[src/rtl/spi_master_ctrl_pkg.sv]
// Shared definitions for the SPI register-protocol master: word geometry,
// header layout, FSM state encoding and the word-sequencing helper.
package spi_master_ctrl_pkg;

    localparam int SPI_WORD_W = 16;
    localparam int SPI_MSB = SPI_WORD_W - 1;
    localparam int SPI_RW_BIT = 15;
    localparam logic SPI_RW_WRITE = 1'b1;

    typedef enum logic [2:0] {
        ST_IDLE      = 3'd0,
        ST_SETUP     = 3'd1,
        ST_LO        = 3'd2,
        ST_HI        = 3'd3,
        ST_WAIT_DATA = 3'd4,
        ST_HOLD      = 3'd5,
        ST_GAP       = 3'd6
    } state_t;

    // word_idx is the index of the word just finished (0 = header).
    // A frame carries len+2 words in total, so another word follows
    // while word_idx <= len.
    function automatic logic more_words(input logic [8:0] word_idx,
                                        input logic [7:0] len);
        return word_idx <= {1'b0, len};
    endfunction

endpackage

[src/rtl/spi_master_ctrl_half_tick.sv]
// Phase timer: down-counter of DIV cycles, reloaded whenever the owning FSM
// changes state, so every timed state lasts exactly DIV cycles. tick marks
// the final cycle of the period.
module spi_master_ctrl_half_tick #(
    parameter int DIV = 4
) (
    input  logic clk_i,
    input  logic reset_i,
    input  logic restart,
    output logic tick
);

    localparam int CW = (DIV > 1) ? $clog2(DIV) : 1;
    localparam logic [CW-1:0] RELOAD = CW'(DIV - 1);

    logic [CW-1:0] cnt_q;
    logic [CW-1:0] cnt_d;

    // Reload on restart or at period end, otherwise count down.
    always_comb begin
        cnt_d = cnt_q - 1'b1;
        if (restart || cnt_q == '0) begin
            cnt_d = RELOAD;
        end
    end

    // Counter register.
    always_ff @(posedge clk_i) begin
        if (reset_i) begin
            cnt_q <= RELOAD;
        end else begin
            cnt_q <= cnt_d;
        end
    end

    assign tick = (cnt_q == '0);

endmodule

[src/rtl/spi_master_ctrl.sv]
// SPI master for the 16-bit register protocol: CS low, header {rw,addr},
// len+1 data words MSB first, CS high, then an idle gap. SPI mode 0.
// Build option SPI_MASTER_LOOPBACK_EN adds loopback_i, which feeds MOSI back
// into the MISO sampler for self-test.
module spi_master_ctrl
    import spi_master_ctrl_pkg::*;
#(
    parameter int CLK_DIV = 4,
    parameter int CS_IDLE = 4
) (
    input  logic                  clk_i,
    input  logic                  reset_i,
    input  logic                  cmd_valid,
    output logic                  cmd_ready,
    input  logic                  cmd_rw,
    input  logic [14:0]           cmd_addr,
    input  logic [7:0]            cmd_len,
    input  logic                  wr_data_valid,
    output logic                  wr_data_ready,
    input  logic [SPI_WORD_W-1:0] wr_data,
    output logic                  rd_data_valid,
    output logic [SPI_WORD_W-1:0] rd_data,
    output logic                  busy,
    output logic                  done,
    output logic                  spi_cs,
    output logic                  spi_sclk,
    output logic                  spi_mosi,
`ifdef SPI_MASTER_LOOPBACK_EN
    input  logic                  loopback_i,
`endif
    input  logic                  spi_miso
);

    state_t                state_q, state_d;
    logic                  rw_q, rw_d;
    logic [7:0]            len_q, len_d;
    logic [SPI_WORD_W-1:0] tx_shift_q, tx_shift_d;
    logic [SPI_WORD_W-1:0] rx_shift_q, rx_shift_d;
    logic [4:0]            bit_cnt_q, bit_cnt_d;
    logic [8:0]            word_cnt_q, word_cnt_d;
    logic                  first_q, first_d;
    logic                  cs_q, cs_d;
    logic                  sclk_q, sclk_d;
    logic                  mosi_q, mosi_d;
    logic                  busy_q, busy_d;
    logic                  done_q, done_d;
    logic                  cmd_ready_q, cmd_ready_d;
    logic                  wr_ready_q, wr_ready_d;
    logic                  rd_valid_q, rd_valid_d;
    logic [SPI_WORD_W-1:0] rd_data_q, rd_data_d;

    logic restart;
    logic half_tick;
    logic gap_tick;
    logic miso_in;

`ifdef SPI_MASTER_LOOPBACK_EN
    assign miso_in = loopback_i ? mosi_q : spi_miso;
`else
    assign miso_in = spi_miso;
`endif

    // Any state change restarts both phase timers.
    assign restart = (state_d != state_q);

    spi_master_ctrl_half_tick #(.DIV(CLK_DIV)) u_half_tick (
        .clk_i   (clk_i),
        .reset_i (reset_i),
        .restart (restart),
        .tick    (half_tick)
    );

    spi_master_ctrl_half_tick #(.DIV(CS_IDLE)) u_gap_tick (
        .clk_i   (clk_i),
        .reset_i (reset_i),
        .restart (restart),
        .tick    (gap_tick)
    );

    // Next-state and next-output logic for the frame sequencer.
    always_comb begin
        state_d    = state_q;
        rw_d       = rw_q;
        len_d      = len_q;
        tx_shift_d = tx_shift_q;
        rx_shift_d = rx_shift_q;
        bit_cnt_d  = bit_cnt_q;
        word_cnt_d = word_cnt_q;
        cs_d       = cs_q;
        sclk_d     = sclk_q;
        mosi_d     = mosi_q;
        busy_d     = busy_q;
        done_d     = 1'b0;
        wr_ready_d = 1'b0;
        rd_valid_d = 1'b0;
        rd_data_d  = rd_data_q;

        case (state_q)
            ST_IDLE: begin
                if (cmd_valid && cmd_ready_q) begin
                    rw_d       = cmd_rw;
                    len_d      = cmd_len;
                    tx_shift_d = {cmd_rw, cmd_addr};
                    mosi_d     = tx_shift_d[SPI_RW_BIT];
                    bit_cnt_d  = '0;
                    word_cnt_d = '0;
                    cs_d       = 1'b0;
                    busy_d     = 1'b1;
                    state_d    = ST_SETUP;
                end
            end
            ST_SETUP: begin
                if (half_tick) begin
                    state_d = ST_LO;
                end
            end
            ST_LO: begin
                if (half_tick) begin
                    sclk_d  = 1'b1;
                    state_d = ST_HI;
                end
            end
            ST_HI: begin
                // First cycle after the rising edge: capture MISO.
                if (first_q) begin
                    rx_shift_d = {rx_shift_q[SPI_MSB-1:0], miso_in};
                    bit_cnt_d  = bit_cnt_q + 5'd1;
                end
                if (half_tick) begin
                    sclk_d = 1'b0;
                    if (bit_cnt_q == 5'(SPI_WORD_W)) begin
                        bit_cnt_d  = '0;
                        word_cnt_d = word_cnt_q + 9'd1;
                        if (rw_q != SPI_RW_WRITE && word_cnt_q != '0) begin
                            rd_valid_d = 1'b1;
                            rd_data_d  = rx_shift_q;
                        end
                        if (more_words(word_cnt_q, len_q)) begin
                            if (rw_q == SPI_RW_WRITE) begin
                                if (wr_data_valid) begin
                                    tx_shift_d = wr_data;
                                    mosi_d     = wr_data[SPI_MSB];
                                    wr_ready_d = 1'b1;
                                    state_d    = ST_LO;
                                end else begin
                                    state_d = ST_WAIT_DATA;
                                end
                            end else begin
                                tx_shift_d = '0;
                                mosi_d     = 1'b0;
                                state_d    = ST_LO;
                            end
                        end else begin
                            mosi_d  = 1'b0;
                            state_d = ST_HOLD;
                        end
                    end else begin
                        tx_shift_d = {tx_shift_q[SPI_MSB-1:0], 1'b0};
                        mosi_d     = tx_shift_q[SPI_MSB-1];
                        state_d    = ST_LO;
                    end
                end
            end
            ST_WAIT_DATA: begin
                // SCLK parked low, CS held low until the host supplies a word.
                if (wr_data_valid) begin
                    tx_shift_d = wr_data;
                    mosi_d     = wr_data[SPI_MSB];
                    wr_ready_d = 1'b1;
                    state_d    = ST_LO;
                end
            end
            ST_HOLD: begin
                if (half_tick) begin
                    cs_d    = 1'b1;
                    done_d  = 1'b1;
                    state_d = ST_GAP;
                end
            end
            ST_GAP: begin
                if (gap_tick) begin
                    busy_d  = 1'b0;
                    state_d = ST_IDLE;
                end
            end
            default: begin
                cs_d    = 1'b1;
                sclk_d  = 1'b0;
                busy_d  = 1'b0;
                state_d = ST_IDLE;
            end
        endcase

        cmd_ready_d = (state_d == ST_IDLE);
        first_d     = restart;
    end

    // Sequencer state and registered outputs.
    always_ff @(posedge clk_i) begin
        if (reset_i) begin
            state_q     <= ST_IDLE;
            rw_q        <= 1'b0;
            len_q       <= '0;
            tx_shift_q  <= '0;
            rx_shift_q  <= '0;
            bit_cnt_q   <= '0;
            word_cnt_q  <= '0;
            first_q     <= 1'b0;
            cs_q        <= 1'b1;
            sclk_q      <= 1'b0;
            mosi_q      <= 1'b0;
            busy_q      <= 1'b0;
            done_q      <= 1'b0;
            cmd_ready_q <= 1'b0;
            wr_ready_q  <= 1'b0;
            rd_valid_q  <= 1'b0;
            rd_data_q   <= '0;
        end else begin
            state_q     <= state_d;
            rw_q        <= rw_d;
            len_q       <= len_d;
            tx_shift_q  <= tx_shift_d;
            rx_shift_q  <= rx_shift_d;
            bit_cnt_q   <= bit_cnt_d;
            word_cnt_q  <= word_cnt_d;
            first_q     <= first_d;
            cs_q        <= cs_d;
            sclk_q      <= sclk_d;
            mosi_q      <= mosi_d;
            busy_q      <= busy_d;
            done_q      <= done_d;
            cmd_ready_q <= cmd_ready_d;
            wr_ready_q  <= wr_ready_d;
            rd_valid_q  <= rd_valid_d;
            rd_data_q   <= rd_data_d;
        end
    end

    assign cmd_ready     = cmd_ready_q;
    assign wr_data_ready = wr_ready_q;
    assign rd_data_valid = rd_valid_q;
    assign rd_data       = rd_data_q;
    assign busy          = busy_q;
    assign done          = done_q;
    assign spi_cs        = cs_q;
    assign spi_sclk      = sclk_q;
    assign spi_mosi      = mosi_q;

endmodule

[config.mk]
export PLATFORM = sky130hd
export DESIGN_NAME = spi_master_ctrl
export DESIGN_NICKNAME = d
export VERILOG_FILES = /design/src/rtl/spi_master_ctrl_pkg.sv /design/src/rtl/spi_master_ctrl_half_tick.sv /design/src/rtl/spi_master_ctrl.sv
export SDC_FILE = /design/constraint.sdc
export NUM_CORES = 1
export LEC_CHECK = 0
export BUFFER_PORTS_ARGS = -buffer_cell sky130_fd_sc_hd__buf_2
export CAP_MARGIN = 20
export CORE_ASPECT_RATIO = 1.1
export CORE_MARGIN = 1.5
export CORE_UTILIZATION = 35
export DETAILED_ROUTE_END_ITERATION = 8
export SETUP_SLACK_MARGIN = 0.3
export SKIP_LAST_GASP = 1
export SYNTH_ARGS = -nofsm -noshare
export SYNTH_HDL_FRONTEND = slang
export SYNTH_HIERARCHICAL = 1
export SYNTH_SLANG_ARGS = --single-unit
[constraint.sdc]
create_clock -name clk_i -period 2.56 [get_ports clk_i]
set_input_delay 0.384 -clock clk_i [delete_from_list [all_inputs] [get_ports clk_i]]
set_output_delay 0.384 -clock clk_i [all_outputs]
set_load 0.1 [all_outputs]
# Word-level counts from Yosys, hierarchy flattened
# Index checks and enable logic that the tools add are counted.
# W data, S select, Z words.
# word_totals
wordCells	126
reg_bits	87
in_bits	45
output_inout_bits	24
# op_classes
n_eq_ne	15
n_bitwise	8
n_addsub	4
n_mux	51
order_cmp	1
reduce_logical	28
# op_table
cell	n
$mux W16	6
$pmux W16 S3	1
$mux W3	11
$mux W9	3
$pmux W3 S7	1
$mux W5	4
$mux W1	18
$pmux W9 S2	1
$reduce_or A5 Y1	3
$ne A2 B2 Y1 const B	6
$pmux W1 S3	4
$reduce_and A3 Y1	4
$reduce_and A4 Y1	3
$pmux W5 S2	1
$add A9 B1 Y9 const B	1
$eq A3 B3 Y1 const B	3
$le A9 B8 Y1	1
$reduce_bool A9 Y1	1
$not A1 Y1	8
$eq A3 B2 Y1 const B	2
$logic_not A3 Y1	2
$reduce_and A2 Y1	3
$reduce_or A2 Y1	3
$add A5 B1 Y5 const B	1
other kinds (12)	16

# Logic depth before layout (Yosys ltp)
# Gate-level depths: netlist (run 1).
# logic_depth
ltp_word	9
mapped_depth	9
ltp_nobuf	8

# Modules after synthesis
# The synthesis (run 1) kept the hierarchy.
# by_module_without_submodules
mod	seq_area_each_um2	area_each_um2	instances	cells_each
spi_master_ctrl	1641.6	4265.3	1	503
spi_master_ctrl_half_tick	40.0	80.1	2	7

# Least setup slack after synthesis (run 1)
# OpenSTA, ideal clock, no wires.
# synth_path
kind	register to register
startpoint	reg cmd_ready_q, in the netlist cmd_ready
endpoint	reg u_gap_tick.cnt_q[0]
setup_time_ps	135
synth_period_minus_slack_ps	2311
slack_ps	249
stages_incl_launch_ff	7
path_buffers	0
t_arrival_ps	2177
path_cell_list	dfxtp_1 -> nand4bb_2 -> a21oi_1 -> nor2_1 -> o211ai_1 -> nand2_1 -> or4b_1
# synth_between
elab_chain_len	6
# synth_rtl
element	line	text
start: declaration	spi_master_ctrl.sv:47	logic cmd_ready_q, cmd_ready_d;
start signal: assignment	spi_master_ctrl.sv:232	cmd_ready_q <= cmd_ready_d;
$logic_and A1 B1 Y1	spi_master_ctrl.sv:100	if (cmd_valid && cmd_ready_q) begin
$mux W3	spi_master_ctrl.sv:100	
$pmux W3 S7	spi_master_ctrl.sv:98	case (state_q)
$ne A3 B3 Y1	spi_master_ctrl.sv:64	assign restart = (state_d != state_q);
net first_d	spi_master_ctrl.sv:41	logic first_q, first_d;
$logic_or A1 B1 Y1	spi_master_ctrl_half_tick.sv:22	if (restart || cnt_q == '0) begin
$reduce_or A2 Y1 (no source line)	--	
end signal: assignment	spi_master_ctrl_half_tick.sv:32	cnt_q <= cnt_d;
end: declaration	spi_master_ctrl_half_tick.sv:16	logic [CW-1:0] cnt_q;
# The timed path passes the listed nets, and every way through them passes these cells.
# A chain may end at the register's enable or synchronous reset.

# Final worst setup path (run 1)
# layout_path
startpoint	reg len_q[5]
endpoint	reg u_gap_tick.cnt_q[0]
# layout_between
elab_chain_len	8
# layout_rtl
element	line	text
start: declaration	spi_master_ctrl.sv:36	logic [7:0] len_q, len_d;
start signal: assignment	spi_master_ctrl.sv:221	len_q <= len_d;
$le A9 B8 Y1	spi_master_ctrl_pkg.sv:25	return word_idx <= {1'b0, len};
$mux W3	spi_master_ctrl.sv:138	if (more_words(word_cnt_q, len_q)) begin
$mux W3	spi_master_ctrl.sv:131	if (bit_cnt_q == 5'(SPI_WORD_W)) begin
$mux W3	spi_master_ctrl.sv:129	if (half_tick) begin
$pmux W3 S7	spi_master_ctrl.sv:98	
$ne A3 B3 Y1	spi_master_ctrl.sv:64	
net first_d	spi_master_ctrl.sv:41	
$logic_or A1 B1 Y1	spi_master_ctrl_half_tick.sv:22	
$reduce_or A2 Y1 (no source line)	--	
# The timed path passes the listed nets, and every way through them passes these cells.

==> results of run 1 <==
worst max-delay path: cells and delay by family (launching register included):
family | cells | cell delay, ns
buffers and inverters | 1 | 0.04
AOI/OAI and AO/OA | 2 | 0.35
and+or+nand+nor | 4 | 1.14
DFF | 1 | 0.32
adders and majority gates | 1 | 0.28
synth_stat cells (2+ instances only):
master / instances / area share, %
a21boi_0: 2 / 0.34
o2111ai_1: 3 / 0.59
o211ai_1: 4 / 0.68
or3_1: 2 / 0.28
xor2_1: 4 / 0.79
nor4_1: 2 / 0.28
nor2_1: 27 / 2.3
clkbuf_1: 18 / 1.5
nand4_1: 5 / 0.71
and2_1: 4 / 0.57
mux2i_1: 25 / 5.7
nand3b_1: 3 / 0.51
a31oi_1: 3 / 0.42
nor3_1: 4 / 0.45
nand2_1: 65 / 5.5
o21ai_0: 11 / 1.2
inv_1: 36 / 3.1
o211a_1: 4 / 0.90
dfxtp_1: 86 / 39
o31ai_1: 3 / 0.51
a221oi_2: 10 / 3.4
and3_1: 2 / 0.28
nor4b_1: 2 / 0.40
or4b_1: 4 / 0.90
o221ai_1: 2 / 0.40
a221oi_1: 5 / 0.99
nand2_2: 2 / 0.28
nand3_1: 51 / 5.8
nor2_4: 2 / 0.51
ha_1: 14 / 4.0
buf_4: 2 / 0.34
buf_2: 13 / 1.5
o21ai_1: 2 / 0.23
o2111a_1: 14 / 3.6
a21oi_1: 54 / 6.1
sequential cells by signal (all words and copies together), names as in the netlist:
| name | cells |
|---|---|
| rw_q | 1 |
| spi_cs | 1 |
| first_q | 1 |
| done | 1 |
| len_q | 8 |
| state_q | 3 |
| u_half_tick/cnt_q | 2 |
| tx_shift_q | 15 |
| spi_mosi | 1 |
| rd_data_valid | 1 |
| wr_data_ready | 1 |
| spi_sclk | 1 |
| bit_cnt_q | 5 |
| cmd_ready | 1 |
| u_gap_tick/cnt_q | 2 |
| busy | 1 |
| word_cnt_q | 9 |
| rx_shift_q | 16 |
| rd_data | 16 |
area by class of cell:
| class | instances | area, µm² |
|---|---|---|
| Sequential cell | 86 | 1740 |
| Fill cell | 1205 | 6730 |
| Tap cell | 154 | 193 |
| Clock buffer | 10 | 239 |
| Inverter | 37 | 139 |
| Timing Repair Buffer | 96 | 563 |
| Multi-Input combinational cell | 359 | 2510 |
| Clock inverter | 6 | 73.8 |
per-layer routing:
layer  wire length, µm  vias to the layer above  GRT usage, %
li1                  -                     2019             -
met1              5280                     1900          22.8
met2              5220                      109          27.9
met3               642                       19          3.38
met4               183                        0          5.61
met5                 0                        -             0
how the worst max path moves through the flow:
stage,slack [ns],to,from,depth (start not counted)
3_3_place_gp,0.27,u_gap_tick/cnt_q[0],len_q[4],8
6_report,0.31,u_gap_tick/cnt_q[0],len_q[5],8
5_1_grt,0.17,u_gap_tick/cnt_q[0],len_q[2],8
4_1_cts,0.30,u_half_tick/cnt_q[1],len_q[6],8
3_5_place_dp,0.15,u_half_tick/cnt_q[1],len_q[4],8
2_1_floorplan,0.45,u_gap_tick/cnt_q[0],len_q[6],8
what timing repair did:
| item | in CTS | in global routing |
|---|---|---|
| setup buffers | 2 | 3 |
| setup endpoints to repair | 11 | 20 |
| gates resized for setup | 3 | 28 |
| pin swaps | 5 | 16 |
where the power goes:
group | switching [W] | internal (W) | total, W | leakage (nW)
logic | 0.000790 | 0.000565 | 0.00136 | 1.27
clock network | 0.000567 | 0.000797 | 0.00136 | 0.154
registers | 0.000151 | 0.00150 | 0.00165 | 0.705
metrics by stage:
stage / hold WS, ns / total power [W] / cell area, µm²
after global routing: 0.292 / 0.00459 / 5460
after detailed placement: 0.448 / 0.00285 / 4970
after global placement: 0.442 / 0.00284 / 4970
after floorplan: 0.437 / 0.00256 / 4430
after CTS: 0.270 / 0.00428 / 5310
final: 0.277 / 0.00437 / 5460
logic make-up (layout without fill, tap and decap cells):
family / Yosys count / count (layout) / synth area share, %
and+or+nand+nor: 185 / 185 / 20.9
adders and majority gates: 14 / 14 / 3.96
DFF: 86 / 86 / 38.9
xor gates and xnor gates: 5 / 5 / 0.989
muxes: 26 / 26 / 5.91
buffers and inverters: 72 / 149 / 6.81
AOI/OAI and AO/OA: 129 / 129 / 22.5
==> results.txt, run 1 <==
crit-path max cell delay: 0.54 ns
Die Wd: 110 µm
commonest non-fill, non-tap cell in the layout: dfxtp_1
hold path cells: 3
htree depth: 3
most frequent cells in the layout: dfxtp_1 (70), buf_2 (68), nand2_1 (65)
Final Util: 44.8%
clock-pin slew on the worst setup and hold paths: 0.07 ns
share of post-route cells with drive strength above 1: 27.9%
Async SR Flop Fraction: 0%
DRC Markers: 0
final worst setup slack: 0.310 ns
fmax: 444 MHz
Leakage: 2.13 nW
routed len/inst: 15.1 µm
Final GP Congestion: 0.819
Std-Cell Rows: 42
critical path class: reg2reg
max cap viols: 0
final hold violation count: 0
Slew Viols, Final: 0
area of the core: 0.0122 mm²
# setup viols final: 0
placed cells: 727
first-pass GRT wire length: 18.2 mm
worst min-delay path class: in2reg
number of synthesized flops with an enable pin: 0
dpl hpwl: 7.83 mm
synthesis-stage register bit count: 86
Post-Route WL: 11.3 mm
via/cell ratio: 5.41
Worst-Margin Slew: 0.677 ns
Initial Util: 36.3%
initial antenna violation count: 0
Synth Warn #: 6
RR Endpoint: u_gap_tick/cnt_q[0]
Cell Chain, Critical Path: inv_1 -> ha_1 -> and4b_1 -> or3b_4 -> o211ai_4 -> o211ai_1 -> nand2_1 -> or4b_1
gr usage total: 17.2%
fin crit share: 87.9%
post-route insts no fill: 748
critical path's slowest cell: or4b_1
Avg Cell Area, Syn: 8.56 µm²
number of diodes: 0
Final ANT Viol Nets: 0
synthesized instance count: 517
pin count of the biggest net entering global routing: 50
I/O Buffers: 68
Layout Nets: 648
worst-skew pair later-pin latency: 0.34 ns
CTS max path bufs: 2
launch point of the worst hold path: cmd_len[2]
R2R depth: 8
CTS tree: done
CP Launch Type: register
Post-Route Setup TNS: 0 ns
grt ovf: 0
Area Overhead vs Synth: 23.3%
status: complete, no violations
Root Buffer: clkbuf_16
P per Cell Area: 800 mW/mm²
CTS Hold Bufs: 0
unrepaired setup endpoints after global routing: true
Top Ports: 69
Slew HR: 54.6%
CTS sink cnt: 86
synthesized area: 0.00443 mm²
peak supply drop: 0.000385 V
CP endpoint kind: register
CTS Buf Count: 9
FF-to-FF Start: len_q[5]
R2R setup slack: 0.31 ns
worst-path maximum fanout: 4
Period minus WS final: 2.25 ns
top_reg_cell synth: dfxtp_1
vias: 4,047
Worst EP arrival: 2.47 ns
Worst EP required: 2.78 ns
post-synth cell types: 62
number of global-route vias before repair: 3,764
hold endpoint: len_q[2]
die height: 121 µm
clock skew: 0.00897 ns
router iterations before antenna repair: 6
post-synthesis net count: 576
die area: 0.0133 mm²
DRT iter0 DRCs: 311
DP Worst Slack: 0.155 ns
Seq/Total Area, Yosys: 38.9%
Note: power is estimated with default switching activity, not from simulation.
==> run 2: changes to the inputs <==
--- a/config.mk
+++ b/config.mk
@@ -9,8 +9,9 @@
 export CAP_MARGIN = 20
 export CORE_ASPECT_RATIO = 1.1
 export CORE_MARGIN = 1.5
-export CORE_UTILIZATION = 35
+export CORE_UTILIZATION = 57
 export DETAILED_ROUTE_END_ITERATION = 8
+export PLACE_DENSITY = 0.8
 export SETUP_SLACK_MARGIN = 0.3
 export SKIP_LAST_GASP = 1
 export SYNTH_ARGS = -nofsm -noshare
==> run 2 against run 1 <==
Combinational power grew 8%. Global-route usage rose by 9.7 points. Wire length fell by 0.81%. Highest routed layer unchanged.
==> results.txt, run 2 (synthesized netlist as in run 1, its figures left out) <==
status: complete, no violations (unchanged)
clock skew: 0.00986 ns (was 0.00897 ns)
I/O Buffers: 68 (unchanged)
CTS sink cnt: 86 (unchanged)
fin crit share: 89.7% (was 87.9%)
CP Launch Type: register (unchanged)
Final Hold Slack: 0.236 ns (was 0.277 ns)
Layout Nets: 656 (was 648)
Final ANT Viol Nets: 0 (unchanged)
Die Wd: 87.0 µm (was 110 µm)
Cell Chain, Critical Path: inv_2 -> ha_4 -> nand4_1 -> o221ai_2 -> o211ai_4 -> o211ai_1 -> nand2_1 -> or4b_1 (was inv_1 -> ha_1 -> and4b_1 -> or3b_4 -> o211ai_4 -> o211ai_1 -> nand2_1 -> or4b_1)
Area Overhead vs Synth: 21.7% (was 23.3%)
Slew HR: 54.7% (was 54.6%)
critical path's slowest cell: or4b_1 (unchanged)
Placed Area: 0.00489 mm² (was 0.00497 mm²)
Worst-Margin Slew: 0.675 ns (was 0.677 ns)
Post-Route WL: 11.2 mm (was 11.3 mm)
commonest non-fill, non-tap cell in the layout: dfxtp_1 (unchanged)
share of post-route cells with drive strength above 1: 29.7% (was 27.9%)
P per Cell Area: 755 mW/mm² (was 800 mW/mm²)
vias: 4,167 (was 4,047)
Slew Viols, Final: 0 (unchanged)
Int Pwr: 0.00253 W (was 0.00286 W)
CP Buf/Inv Count: 1 (unchanged)
delay-heaviest family, CP: simple AND/OR/NAND/NOR gates (unchanged)
die area: 0.00830 mm² (was 0.0133 mm²)
max cap viols: 0 (unchanged)
Post-Route Setup TNS: 0 ns (unchanged)
Final GP Congestion: 0.949 (was 0.819)
CTS max path bufs: 2 (unchanged)
area of the core: 0.00747 mm² (was 0.0122 mm²)
die height: 95.4 µm (was 121 µm)
router iterations before antenna repair: 6 (unchanged)
unrepaired setup endpoints after global routing: true (unchanged)
Root Buffer: clkbuf_8 (was clkbuf_16)
first-pass GRT wire length: 17.5 mm (was 18.2 mm)
dpl hpwl: 7.32 mm (was 7.83 mm)
peak supply drop: 0.000517 V (was 0.000385 V)
combinational group share of total power: 36.1% (was 31.0%)
via/cell ratio: 5.89 (was 5.41)
Worst EP required: 2.81 ns (was 2.78 ns)
worst-skew pair later-pin latency: 0.38 ns (was 0.34 ns)
Initial Util: 59.2% (was 36.3%)
NetSw: 0.00153 W (was 0.00151 W)
CP endpoint kind: register (unchanged)
htree depth: 3 (unchanged)
routed len/inst: 15.9 µm (was 15.1 µm)
number of global-route vias before repair: 3,781 (was 3,764)
crit-path max cell delay: 0.55 ns (was 0.54 ns)
CTS tree: done (unchanged)
fin area: 0.00539 mm² (was 0.00546 mm²)
Worst EP arrival: 2.55 ns (was 2.47 ns)
Sw Ratio: 37.7% (was 34.5%)
Period minus WS final: 2.30 ns (was 2.25 ns)
most frequent cells in the layout: dfxtp_1 (70), buf_2 (68), nand2_1 (65) (unchanged)
Top Ports: 69 (unchanged)
worst-path maximum fanout: 4 (unchanged)
clock-pin slew on the worst setup and hold paths: 0.10 ns (was 0.07 ns)
initial antenna violation count: 0 (unchanged)
# setup viols final: 0 (unchanged)
pin count of the biggest net entering global routing: 37 (was 50)
Final Util: 72.1% (was 44.8%)
grt ovf: 0 (unchanged)
final hold violation count: 0 (unchanged)
worst min-delay path class: in2reg (unchanged)
Clock power frac: 23.4% (was 31.2%)
sequential fraction of design power: 40.5% (was 37.7%)
critical path class: reg2reg (unchanged)
DRC Markers: 0 (unchanged)
Leakage: 2.12 nW (was 2.13 nW)
CTS Buf Count: 9 (unchanged)
Std-Cell Rows: 33 (was 42)
number of diodes: 0 (unchanged)
DRT iter0 DRCs: 352 (was 311)
gr usage total: 26.9% (was 17.2%)
fmax: 435 MHz (was 444 MHz)
run 2: cell types whose count changed in the layout (fill, tap and decap cells not counted), moves of 2 or more:
cell       previous run  this run
clkbuf_16             9         0
clkbuf_8              1        10
buf_4                27        34
ha_1                  9         7
ha_4                  5         7
run 2: cell type report:
type | count | area, µm²
Clock inverter | 6 | 53.8
Clock buffer | 10 | 138
Sequential cell | 86 | 1740
Multi-Input combinational cell | 359 | 2540
Timing Repair Buffer | 104 | 636
Fill cell | 562 | 2090
Tap cell | 105 | 131
Inverter | 37 | 139
run 2: worst min-delay path: cells and delay by family:
| kind | cells | cell delay (ns) |
|---|---|---|
| AO/OA/AOI/OAI | 1 | 0.05 |
| buffers and inverters | 1 | 0.10 |
| AND/OR/NAND/NOR | 1 | 0.05 |
run 2: worst paths after layout:
kind,from,slack [ns],end,cells after the start
worst max-delay path,len_q[2],0.26,u_gap_tick/cnt_q[1],8
worst min-delay path,spi_miso,0.24,rx_shift_q[0],3
worst max register to register,len_q[2],0.26,u_gap_tick/cnt_q[1],8
worst min register to register,rd_data[7],0.46,rd_data[7],2
run 2: layer usage:
| layer | track usage (%) | wire, µm | part of all wire (%) |
|---|---|---|---|
| met3 | 3.98 | 670 | 6.0 |
| met4 | 13.2 | 216 | 1.9 |
| met2 | 46.3 | 5510 | 49 |
| met5 | 0 | 0 | 0 |
| met1 | 32.8 | 4840 | 43 |
run 2: power by group through the flow:
stage / clock [W] / sequential (W) / combinational (W)
floorplan: 0 / 0.00172 / 0.000838
global placement: 0 / 0.00166 / 0.00114
detailed placement: 0 / 0.00166 / 0.00118
CTS: 0.000946 / 0.00163 / 0.00133
global route: 0.00101 / 0.00167 / 0.00158
finish: 0.000951 / 0.00165 / 0.00147
run 2: repair_timing:
item	CTS	global route
pin swaps	6	19
buffers inserted	4	11
gates cloned	0	0
resized for setup	10	28
hold buffers	0	0
setup endpoints to repair	5	35
run 2: metrics by stage:
step	setup WS [ns]	instances	total power, W
after CTS	0.304	696	0.00391
after global placement	0.308	676	0.00280
after global routing	0.174	707	0.00426
after detailed placement	0.195	676	0.00284
final	0.263	707	0.00407
after floorplan	0.445	517	0.00256
==> run 3: changes to the inputs <==
==> constraint.sdc (replaced) <==
create_clock -name clk_i -period 2.56 [get_ports clk_i]
set_input_delay 0.384 -clock clk_i [delete_from_list [all_inputs] [get_ports clk_i]]
set_output_delay 0.384 -clock clk_i [all_outputs]
set_load 0.01 [all_outputs]
==> run 3 against run 2 <==
Via count shrank 2.1%. Cell count shrank 1.1%. Clock-buffer cell count shrank 1. Register-to-register slack gained 0.04 ns. Hold slack gained 0.012 ns. Non-clock buffer count shrank 9. Combinational power shrank 15%. Die area is the same. Core utilization shrank 1.3 points. Largest cell class unchanged.
==> results.txt, run 3 (synthesized netlist as in run 1, its figures left out) <==
status: complete, no violations (unchanged)
router iterations before antenna repair: 5 (was 6)
clock-pin slew on the worst setup and hold paths: 0.09 ns (was 0.10 ns)
max cap viols: 0 (unchanged)
Worst EP arrival: 2.51 ns (was 2.55 ns)
commonest non-fill, non-tap cell in the layout: dfxtp_1 (unchanged)
Slew Viols, Final: 0 (unchanged)
fin area: 0.00529 mm² (was 0.00539 mm²)
Period minus WS final: 2.26 ns (was 2.30 ns)
RR Endpoint: u_half_tick/cnt_q[0] (was u_gap_tick/cnt_q[1])
number of global-route vias before repair: 3,693 (was 3,781)
combinational group share of total power: 31.2% (was 36.1%)
# setup viols final: 0 (unchanged)
CP Launch Type: register (unchanged)
initial antenna violation count: 0 (unchanged)
clock skew: 0.0114 ns (was 0.00986 ns)
Worst-Margin Slew: 0.704 ns (was 0.675 ns)
CP endpoint kind: register (unchanged)
Final ANT Viol Nets: 0 (unchanged)
dpl hpwl: 7.38 mm (was 7.32 mm)
Final GP Congestion: 1.03 (was 0.949)
Sw Ratio: 34.5% (was 37.7%)
die height: 95.4 µm (unchanged)
Area Overhead vs Synth: 19.4% (was 21.7%)
CTS Hold Bufs: 0 (unchanged)
P per Cell Area: 756 mW/mm² (was 755 mW/mm²)
placed cells: 672 (was 676)
Die Wd: 87.0 µm (unchanged)
DRC Markers: 0 (unchanged)
FF-to-FF Start: len_q[6] (was len_q[2])
final hold violation count: 0 (unchanged)
Top Ports: 69 (unchanged)
Final Util: 70.7% (was 72.1%)
Leakage: 2.08 nW (was 2.12 nW)
Int Pwr: 0.00262 W (was 0.00253 W)
Root Buffer: clkbuf_8 (unchanged)
Slew HR: 52.7% (was 54.7%)
Worst EP required: 2.81 ns (about the same)
htree depth: 3 (unchanged)
Post-Route Setup TNS: 0 ns (unchanged)
gr usage total: 25.9% (was 26.9%)
fmax: 443 MHz (was 435 MHz)
R2R setup slack: 0.30 ns (was 0.26 ns)
Clock power frac: 27.7% (was 23.4%)
die area: 0.00830 mm² (unchanged)
Post-Route WL: 10.9 mm (was 11.2 mm)
Layout Nets: 648 (was 656)
grt ovf: 0 (unchanged)
CTS tree: done (unchanged)
worst min-delay path class: in2reg (unchanged)
first-pass GRT wire length: 16.9 mm (was 17.5 mm)
NetSw: 0.00138 W (was 0.00153 W)
post-route insts no fill: 699 (was 707)
number of diodes: 0 (unchanged)
CTS max path bufs: 2 (unchanged)
Std-Cell Rows: 33 (unchanged)
R2R depth: 8 (unchanged)
CTS sink cnt: 86 (unchanged)
critical path capture point: u_half_tick/cnt_q[0] (was u_gap_tick/cnt_q[1])
most frequent cells in the layout: dfxtp_1 (74), buf_2 (68), nand2_1 (65) (was dfxtp_1 (70), buf_2 (68), nand2_1 (65))
Placed Area: 0.00486 mm² (was 0.00489 mm²)
multi-input logic area: 0.00251 mm² (was 0.00254 mm²)
unrepaired setup endpoints after global routing: true (unchanged)
fin crit share: 88.3% (was 89.7%)
CP startpoint: len_q[6] (was len_q[2])
critical path class: reg2reg (unchanged)
share of post-route cells with drive strength above 1: 26.6% (was 29.7%)
vias: 4,080 (was 4,167)
DRT iter0 DRCs: 235 (was 352)
FF+latch area: 0.00174 mm² (about the same)
Initial Util: 59.2% (unchanged)
area of the core: 0.00747 mm² (unchanged)
CTS Buf Count: 9 (unchanged)
I/O Buffers: 68 (unchanged)
sequential fraction of design power: 41.1% (was 40.5%)
peak supply drop: 0.000560 V (was 0.000517 V)
via/cell ratio: 5.84 (was 5.89)
pin count of the biggest net entering global routing: 51 (was 37)
worst-path maximum fanout: 4 (unchanged)
routed len/inst: 15.7 µm (was 15.9 µm)
worst-skew pair later-pin latency: 0.38 ns (about the same)
Fillers: 589 (was 562)
## run 3: timing repair
| item | 4_1_cts | 5_1_grt |
|---|---|---|
| buffers inserted | 0 | 10 |
| setup endpoints to repair | 3 | 24 |
| gates resized for setup | 1 | 25 |
| cloned | 0 | 1 |
| pin swaps | 0 | 14 |
## run 3: worst max-delay path, stage by stage, from the launching register on
cell      delay, ns
dfxtp_2        0.36
inv_1          0.05
ha_1           0.28
and4b_1        0.19
or3b_4         0.26
o211ai_4       0.09
o211ai_1       0.21
nand2_1        0.14
or4b_1         0.54
## run 3: layer usage
metal / up-vias / GRT usage, % / routed length [µm]
li1: 2016 / - / -
met1: 1889 / 32.2 / 4770
met2: 153 / 44.7 / 5380
met3: 22 / 4.85 / 594
met4: 0 / 9.54 / 204
met5: - / 0 / 0
## run 3: power groups by stage
stage | combinational, W | clock, W | sequential (W)
after floorplan | 0.000838 | 0 | 0.00160
after global placement | 0.00103 | 0 | 0.00165
after detailed placement | 0.00106 | 0 | 0.00166
after CTS | 0.00108 | 0.00111 | 0.00163
after global routing | 0.00135 | 0.00116 | 0.00166
final | 0.00125 | 0.00111 | 0.00164
## run 3: worst min-delay path by stage
| stage | slack (ns) | start | endpoint | cells after the start |
|---|---|---|---|---|
| after floorplan | 0.44 | rx_shift_q[15] | rx_shift_q[15] | 2 |
| after global placement | 0.44 | rd_data[9] | rd_data[9] | 2 |
| after detailed placement | 0.44 | rd_data[5] | rd_data[5] | 2 |
| after CTS | 0.25 | spi_miso | rx_shift_q[0] | 3 |
| after global routing | 0.27 | cmd_len[1] | len_q[1] | 3 |
| final | 0.25 | cmd_len[2] | len_q[2] | 3 |
## run 3: layout make-up
| type | count | area share [%] |
|---|---|---|
| clock buffers | 9 | 2.34 |
| clock inverters | 7 | 1.99 |
| inverters | 37 | 2.63 |
| multi-input cells | 360 | 47.4 |
| flip-flops and latches | 86 | 32.9 |
| well taps | 105 | 2.49 |
| repair buffers | 95 | 10.3 |
## run 3: stage by stage
stage | total power [W] | setup WS (ns) | hold slack [ns]
4_1_cts | 0.00381 | 0.301 | 0.247
2_1_floorplan | 0.00243 | 0.445 | 0.437
6_report | 0.00399 | 0.301 | 0.248
3_3_place_gp | 0.00268 | 0.407 | 0.442
5_1_grt | 0.00418 | 0.208 | 0.269
3_5_place_dp | 0.00272 | 0.294 | 0.444
